`src/rtl/keypad_entry.sv`:
```
// keypad_entry: debounces scanner key codes and runs the two-digit minute entry
// state machine that commits a value to the countdown clock.
module keypad_entry #(
   parameter int DEBOUNCE_CYCLES = 4,
   parameter int MAX_MINUTE      = 99
) (
   input  logic       clk,
   input  logic       rst,
   input  logic       en,
   input  logic [3:0] key,
   output logic       editing,
   output logic [7:0] digits_bcd,
   output logic       load,
   output logic [6:0] load_minute,
   output logic       error
);

   localparam logic [0:0] ST_IDLE   = 1'b0;
   localparam logic [0:0] ST_ENTRY  = 1'b1;
   localparam logic [3:0] KEY_DIGIT_MAX = 4'd9;
   localparam logic [3:0] KEY_STAR  = 4'd10;
   localparam logic [3:0] KEY_HASH  = 4'd11;
   localparam logic [3:0] KEY_NONE  = 4'd15;
   localparam logic [7:0] STAB_MAX  = 8'(DEBOUNCE_CYCLES);
   localparam logic [7:0] STAB_LAST = 8'(DEBOUNCE_CYCLES - 1);
   localparam logic [6:0] MAX_LIM   = 7'(MAX_MINUTE);

   logic [3:0] key_prev;
   logic [7:0] stab;
   logic       armed;
   logic       ev_valid;
   logic [3:0] ev_code;
   logic [0:0] state;
   logic [1:0] count;

   logic       same_key;
   logic       stab_reach;
   logic       accept;
   logic [6:0] entry_value;

   always_comb begin
      same_key    = (key == key_prev);
      stab_reach  = same_key && (stab == STAB_LAST);
      // only real keys are accepted; codes 12-14 leave armed untouched
      accept      = stab_reach && armed && (key_prev <= KEY_HASH);
      entry_value = ({3'b000, digits_bcd[7:4]} * 7'd10) + {3'b000, digits_bcd[3:0]};
   end

   always_ff @(posedge clk) begin
      if (rst) begin
         key_prev <= KEY_NONE;
         stab     <= 8'd0;
         armed    <= 1'b0;
         ev_valid <= 1'b0;
         ev_code  <= 4'd0;
      end else if (en) begin
         key_prev <= key;
         if (!same_key) begin
            stab <= 8'd0;
         end else if (stab != STAB_MAX) begin
            stab <= stab + 8'd1;
         end
         // re-arm only after a stable release, so held keys yield one event
         if (stab_reach && (key_prev == KEY_NONE)) begin
            armed <= 1'b1;
         end else if (accept) begin
            armed <= 1'b0;
         end
         ev_valid <= accept;
         ev_code  <= key_prev;
      end
   end

   always_ff @(posedge clk) begin
      if (rst) begin
         state       <= ST_IDLE;
         count       <= 2'd0;
         editing     <= 1'b0;
         digits_bcd  <= 8'h00;
         load        <= 1'b0;
         load_minute <= 7'd0;
         error       <= 1'b0;
      end else begin
         load  <= 1'b0;
         error <= 1'b0;
         if (en && ev_valid) begin
            case (state)
               ST_IDLE: begin
                  if (ev_code <= KEY_DIGIT_MAX) begin
                     digits_bcd <= {4'h0, ev_code};
                     count      <= 2'd1;
                     state      <= ST_ENTRY;
                     editing    <= 1'b1;
                  end else if (ev_code == KEY_STAR) begin
                     digits_bcd <= 8'h00;
                  end
               end
               ST_ENTRY: begin
                  if (ev_code <= KEY_DIGIT_MAX) begin
                     // rolling entry: a third digit pushes out the old tens
                     digits_bcd <= {digits_bcd[3:0], ev_code};
                     count      <= (count == 2'd2) ? 2'd2 : count + 2'd1;
                  end else if (ev_code == KEY_STAR) begin
                     digits_bcd <= 8'h00;
                     count      <= 2'd0;
                     state      <= ST_IDLE;
                     editing    <= 1'b0;
                  end else if (ev_code == KEY_HASH) begin
                     if (entry_value <= MAX_LIM) begin
                        load_minute <= entry_value;
                        load        <= 1'b1;
                     end else begin
                        error <= 1'b1;
                     end
                     count   <= 2'd0;
                     state   <= ST_IDLE;
                     editing <= 1'b0;
                  end
               end
               default: begin
                  state   <= ST_IDLE;
                  editing <= 1'b0;
               end
            endcase
         end
      end
   end

endmodule

```
`config.mk`:
```
export PLATFORM = sky130hd
export DESIGN_NAME = keypad_entry
export DESIGN_NICKNAME = d
export VERILOG_FILES = /design/src/rtl/keypad_entry.sv
export SDC_FILE = /design/constraint.sdc
export NUM_CORES = 1
export LEC_CHECK = 0
export CELL_PAD_IN_SITES_DETAIL_PLACEMENT = 0
export CELL_PAD_IN_SITES_GLOBAL_PLACEMENT = 1
export CORE_AREA = 2 2 72 74
export CTS_CLUSTER_SIZE = 24
export DETAILED_ROUTE_END_ITERATION = 7
export DIE_AREA = 0 0 74 76
export GPL_TIMING_DRIVEN = 0
export HOLD_SLACK_MARGIN = 0.06
export MAX_ROUTING_LAYER = met4
export PLACE_DENSITY_LB_ADDON = 0.1
export SYNTH_ARGS = -nofsm -noshare
export SYNTH_HDL_FRONTEND = slang
export SYNTH_SLANG_ARGS = --single-unit
```
`constraint.sdc`:
```
create_clock -name clk -period 3.25 [get_ports clk]
set_input_delay 0.4875 -clock clk [delete_from_list [all_inputs] [get_ports clk]]
set_output_delay 0.4875 -clock clk [all_outputs]
set_load 0.01 [all_outputs]
```
After elaboration in Yosys (flattened, before gate mapping)
Index checks and enable logic that the tools add are counted.

Register bits: 37. Logic and storage cells: 63. Input port bits: 7. Bits in read-only memories: 0. Latch bits: 0. Memory bits (writable): 0. Memories kept: 0. Output and inout bits: 18.

Div/mod/pow operators: 0. Reduce and logical (&&, ||, !) cells: 11. Multiply operators: 1. $lt $le $gt $ge: 3. Eq/ne operators: 10. Shifts and indexed selects: 0. Multiplexer cells: 20. Bitwise gates (word level): 5. Add/subtract/negate cells: 2.

Operators by type and width (number): $mux 8 (5); $pmux 8 s2 (1); $eq 4x4->1 const B (3); $mux 1 (12); $add 8x1->8 const B (1); $eq 8x2->1 const B (1); $le 4x4->1 const B (2); $ne 8x3->1 const B (1); $add 7x4->7 (1); $le 7x7->1 const B (1); $mul 4x3->6 const B (1); $reduce_and 6->1 (1); $reduce_or 6->1 (1); $logic_and 1x1->1 (5); $not 1->1 (5); $eq 4x4->1 (1); $ne 2x2->1 const B (2); $pmux 1 s2 (2); $reduce_and 2->1 (2); $reduce_and 4->1 (1); $ne 3x1->1 const B (1); $ne 2x1->1 const B (1); $reduce_bool 2->1 (1).

Depth between registers and ports, before layout
Depth after elaboration: 6. Gate-level depth with buffers: 8. Mapped depth without buffers: 8.

Least setup slack after synthesis
Ideal clock, no wire load.

Path type: register to register. From: register digits_bcd[5]. To: register load_minute[2]. Setup time: 0.121 ns. Data required time: 3.129 ns. Stages on the path, launching flop included: 9. Arrival: 2.453 ns. Path slack: 0.675 ns. Clock period less this slack: 2.575 ns. Path buffers: 0. Path through: dfxtp_1 -> ha_1 -> ha_1 -> fa_1 -> xnor2_1 -> nor4b_1 -> a41o_1 -> o22ai_4 -> mux2_4.

Longest elaborated chain between the ends: 4.

Ends and longest elaborated chain: start: declaration (RTL line 12) `output logic [7:0] digits_bcd,`; start signal: assignment (RTL line 90) `digits_bcd <= {4'h0, ev_code};`; start signal: assignment (RTL line 101) `digits_bcd <= {digits_bcd[3:0], ev_code};`; $mul 4x3->6 (*) (RTL line 46) `entry_value = ({3'b000, digits_bcd[7:4]} * 7'd10) + {3'b000, digits_bcd[3:0]};`; $add 7x4->7 (*) (RTL line 46); $le 7x7->1 (RTL line 109) `if (entry_value <= MAX_LIM) begin`; $reduce_and 6->1 (no source line); end signal: assignment (RTL line 110) `load_minute <= entry_value;`; end: declaration (RTL line 14) `output logic [6:0] load_minute,`.

Mark *: on every way between the ends. The rest lies on a longest branch, timed or not. A chain may end at the register's enable or synchronous reset.

Final worst setup path
From: register digits_bcd[5]. To: register load_minute[3].

Same word-level chain as after synthesis.

==> flow_summary.yaml <==
timing:
  maxSlewHeadroom: 0.561
  finalCritPeriodShare: 0.847
  setup_viol: 0
  fin_crit_ns: 2.75
  fin_skew_ns: 0.00508
  setup_ws_ns: 0.496
  rsz0062_at_grt: "no"
  tns_ns: 0
  maxSlewViolCount: 0
  max_freq_mhz: 363
  hold_viol: 0
  worstMarginPinSlew_ns: 0.659
die:
  std_cell_rows: 26
  core_area_um2: 4910
  initial_utilization: 0.379
  die_area_um2: 5620
  die_height_um: 76
  io_pins: 25
  dieWidth_um: 74
detailed_routing:
  wl_per_cell_um: 13.3
  drtIter0Drc: 44
  first_pass_iters: 4
  ant_nets: 0
  via_per_inst: 5.10
  routed_wl_um: 4060
  vias: 1555
  drcViolationCount: 0
cts:
  clock_latency_ns: 0.29
  h-tree-depth: 2
  cts_tree: "done"
  hold_buffers: 0
  cts-buffers-inserted: 5
  clkTransAtPathRegs_ns: 0.07
  cts_setup_buffers: 0
  clock-root-buffer: "clkbuf_8"
  clkSinkCount: 37
  cts_resized: 0
  clock_path_buffers: 2
placed_design:
  place_ws_ns: 0.511
  place.detailed.hpwl_um: 3010
  io_buffers: 24
  place.gp.congestion: 0.792
cells_and_area:
  nets: 251
  fill_cells: 479
  areaGrowthSynthToFinish_pct: 23.1
  insertedDiodeCount: 0
  drive_gt1_frac: 0.0809
synthesis:
  synth_ff_type: "dfxtp_1"
  synth_area_leaders: "dfxtp_1 40%, mux2i_1 5.9%, ha_1 5.4%"
  synth_commonest_cells: "37 x dfxtp_1, 25 x nor2_1, 22 x nand2_1"
  synth_top_cell_by_area: "dfxtp_1"
  synth_top_area_share: 0.398
  yosysMostFrequentCell: "dfxtp_1"
  synth.avg_cell_area_um2: 9.16
  synth_edf_count: 0
  ys_types: 40
  yosysWarnings: 0
  postSynth.asyncResetShare: 0
  ys_seq_elements: 37
  synthCells: 203
  synth_nets: 220
  seq_area_frac_synth: 0.398
  syn_area_um2: 1860
critical_path:
  critPathBufInv: 0
  crit_chain: "ha_1 > ha_1 > fa_1 > xnor2_1 > nor4b_1 > a41o_1 > o22ai_4 > mux2_4"
  cp.arrival_ns: 2.93
  critPathKind: "flip-flop to flip-flop"
  crit_path_top_delay_cell: "dfxtp_1"
  crit_top_cell: "ha_1"
  cp-end-kind: "flip-flop"
  critical-path-top-delay-family: "adder cells"
  cpPeakStageDelay_ns: 0.43
  worst_setup_path_start_kind: "flip-flop"
  crit_required_ns: 3.43
  cp_max_fo: 6
grt:
  grt_pass1_wl_um: 6800
  grt_max_degree: 12
  antenna_found_initial: 0
  grt_usage: 0.158
  overflow: 0
  grt_pass1_vias: 1459
run:
  drv_cap: 0
run_status:
  outcome: "completed"
pwr:
  p_per_area_nw_per_um2: 386
  p_leak_nw: 0.898
  vdd_drop_max_mv: 0.210
min_path:
  hold_class: "flip-flop to flip-flop"
## layer usage
| layer | vias to the layer above | global-route usage | wire length (um) |
|---|---|---|---|
| li1 | 775 | - | - |
| met1 | 737 | 0.205 | 1870 |
| met2 | 35 | 0.244 | 1970 |
| met3 | 8 | 0.0278 | 145 |
| met4 | 0 | 0.0618 | 70 |
| met5 | - | - | 0 |
## logic make-up after synthesis
| group | count (synthesis) | synth area share |
|---|---|---|
| simple gates | 75 | 0.192 |
| flops | 37 | 0.398 |
| compound gates | 34 | 0.143 |
| buf+inv | 19 | 0.0444 |
| xor+xnor | 15 | 0.0707 |
| mux | 13 | 0.0754 |
| fa+ha+maj | 10 | 0.0754 |
## final cells by class
type | count | area (um2) | area share
Timing Repair Buffer | 24 | 240 | 0.105
Tap cell | 70 | 87.6 | 0.0383
Clock inverter | 1 | 5.00 | 0.00219
Multi-Input combinational cell | 147 | 1040 | 0.453
Buffer | 8 | 41.3 | 0.0180
Sequential cell | 37 | 741 | 0.324
Inverter | 11 | 41.3 | 0.0180
Clock buffer | 7 | 96.3 | 0.0421
## sequential cells by signal (all words and copies together) (netlist names)
register     count
digits_bcd       8
stab             8
load_minute      7
ev_code          4
key_prev         4
armed            1
editing          1
error            1
ev_valid         1
load             1
state            1
## path summary, 6_finish.rpt
check	depth (start not counted)	slack, ns	start	to
worst min register to register	2	0.47	load_minute[4]	load_minute[4]
worst min-delay path	2	0.47	load_minute[4]	load_minute[4]
worst max-delay path	8	0.50	digits_bcd[5]	load_minute[3]
worst max register to register	8	0.50	digits_bcd[5]	load_minute[3]
## metrics by stage
stage	total power [mW]	hold WS, ns	utilization	cell area (um2)	instances
3_3_place_gp	0.533	0.455	0.445	2190	297
5_1_grt	0.913	0.478	0.466	2290	305
6_report	0.883	0.471	0.466	2290	305
4_1_cts	0.890	0.470	0.466	2290	305
2_1_floorplan	0.514	0.464	-	1860	203
3_5_place_dp	0.535	0.457	0.445	2190	297
## power by group
part / total, mW / internal (mW) / leakage (nW) / switching (mW)
Sequential: 0.472 / 0.461 / 0.300 / 0.0112
Combinational: 0.0523 / 0.0237 / 0.544 / 0.0287
Clock: 0.358 / 0.192 / 0.0542 / 0.166
## cells in the final DEF (no fill, tap or decap), types with 2 or more instances in the layout
cell type / count
nor2_1: 25
o31ai_1: 2
xnor2_1: 9
nand2b_1: 2
nand2_1: 22
clkbuf_1: 5
and3_1: 4
dfxtp_1: 37
fa_1: 2
o221a_2: 2
inv_1: 11
a32oi_1: 6
clkdlybuf4s50_1: 24
a21oi_1: 3
nor2b_1: 4
and2_1: 3
nand3_1: 3
a21o_1: 2
mux2i_1: 11
nor4_1: 2
a22oi_1: 3
o21ai_0: 8
xor2_1: 6
nand4_1: 4
ha_1: 8
clkbuf_8: 7
a211oi_1: 2
mux2_4: 2
a31oi_1: 2
## worst min-delay path, delay by kind of cell (launching register included)
kind             cells  cell delay [ns]
DFF                  1             0.32
muxes                1             0.06
and+or+nand+nor      1             0.05
(Power assumes the default switching activity.)
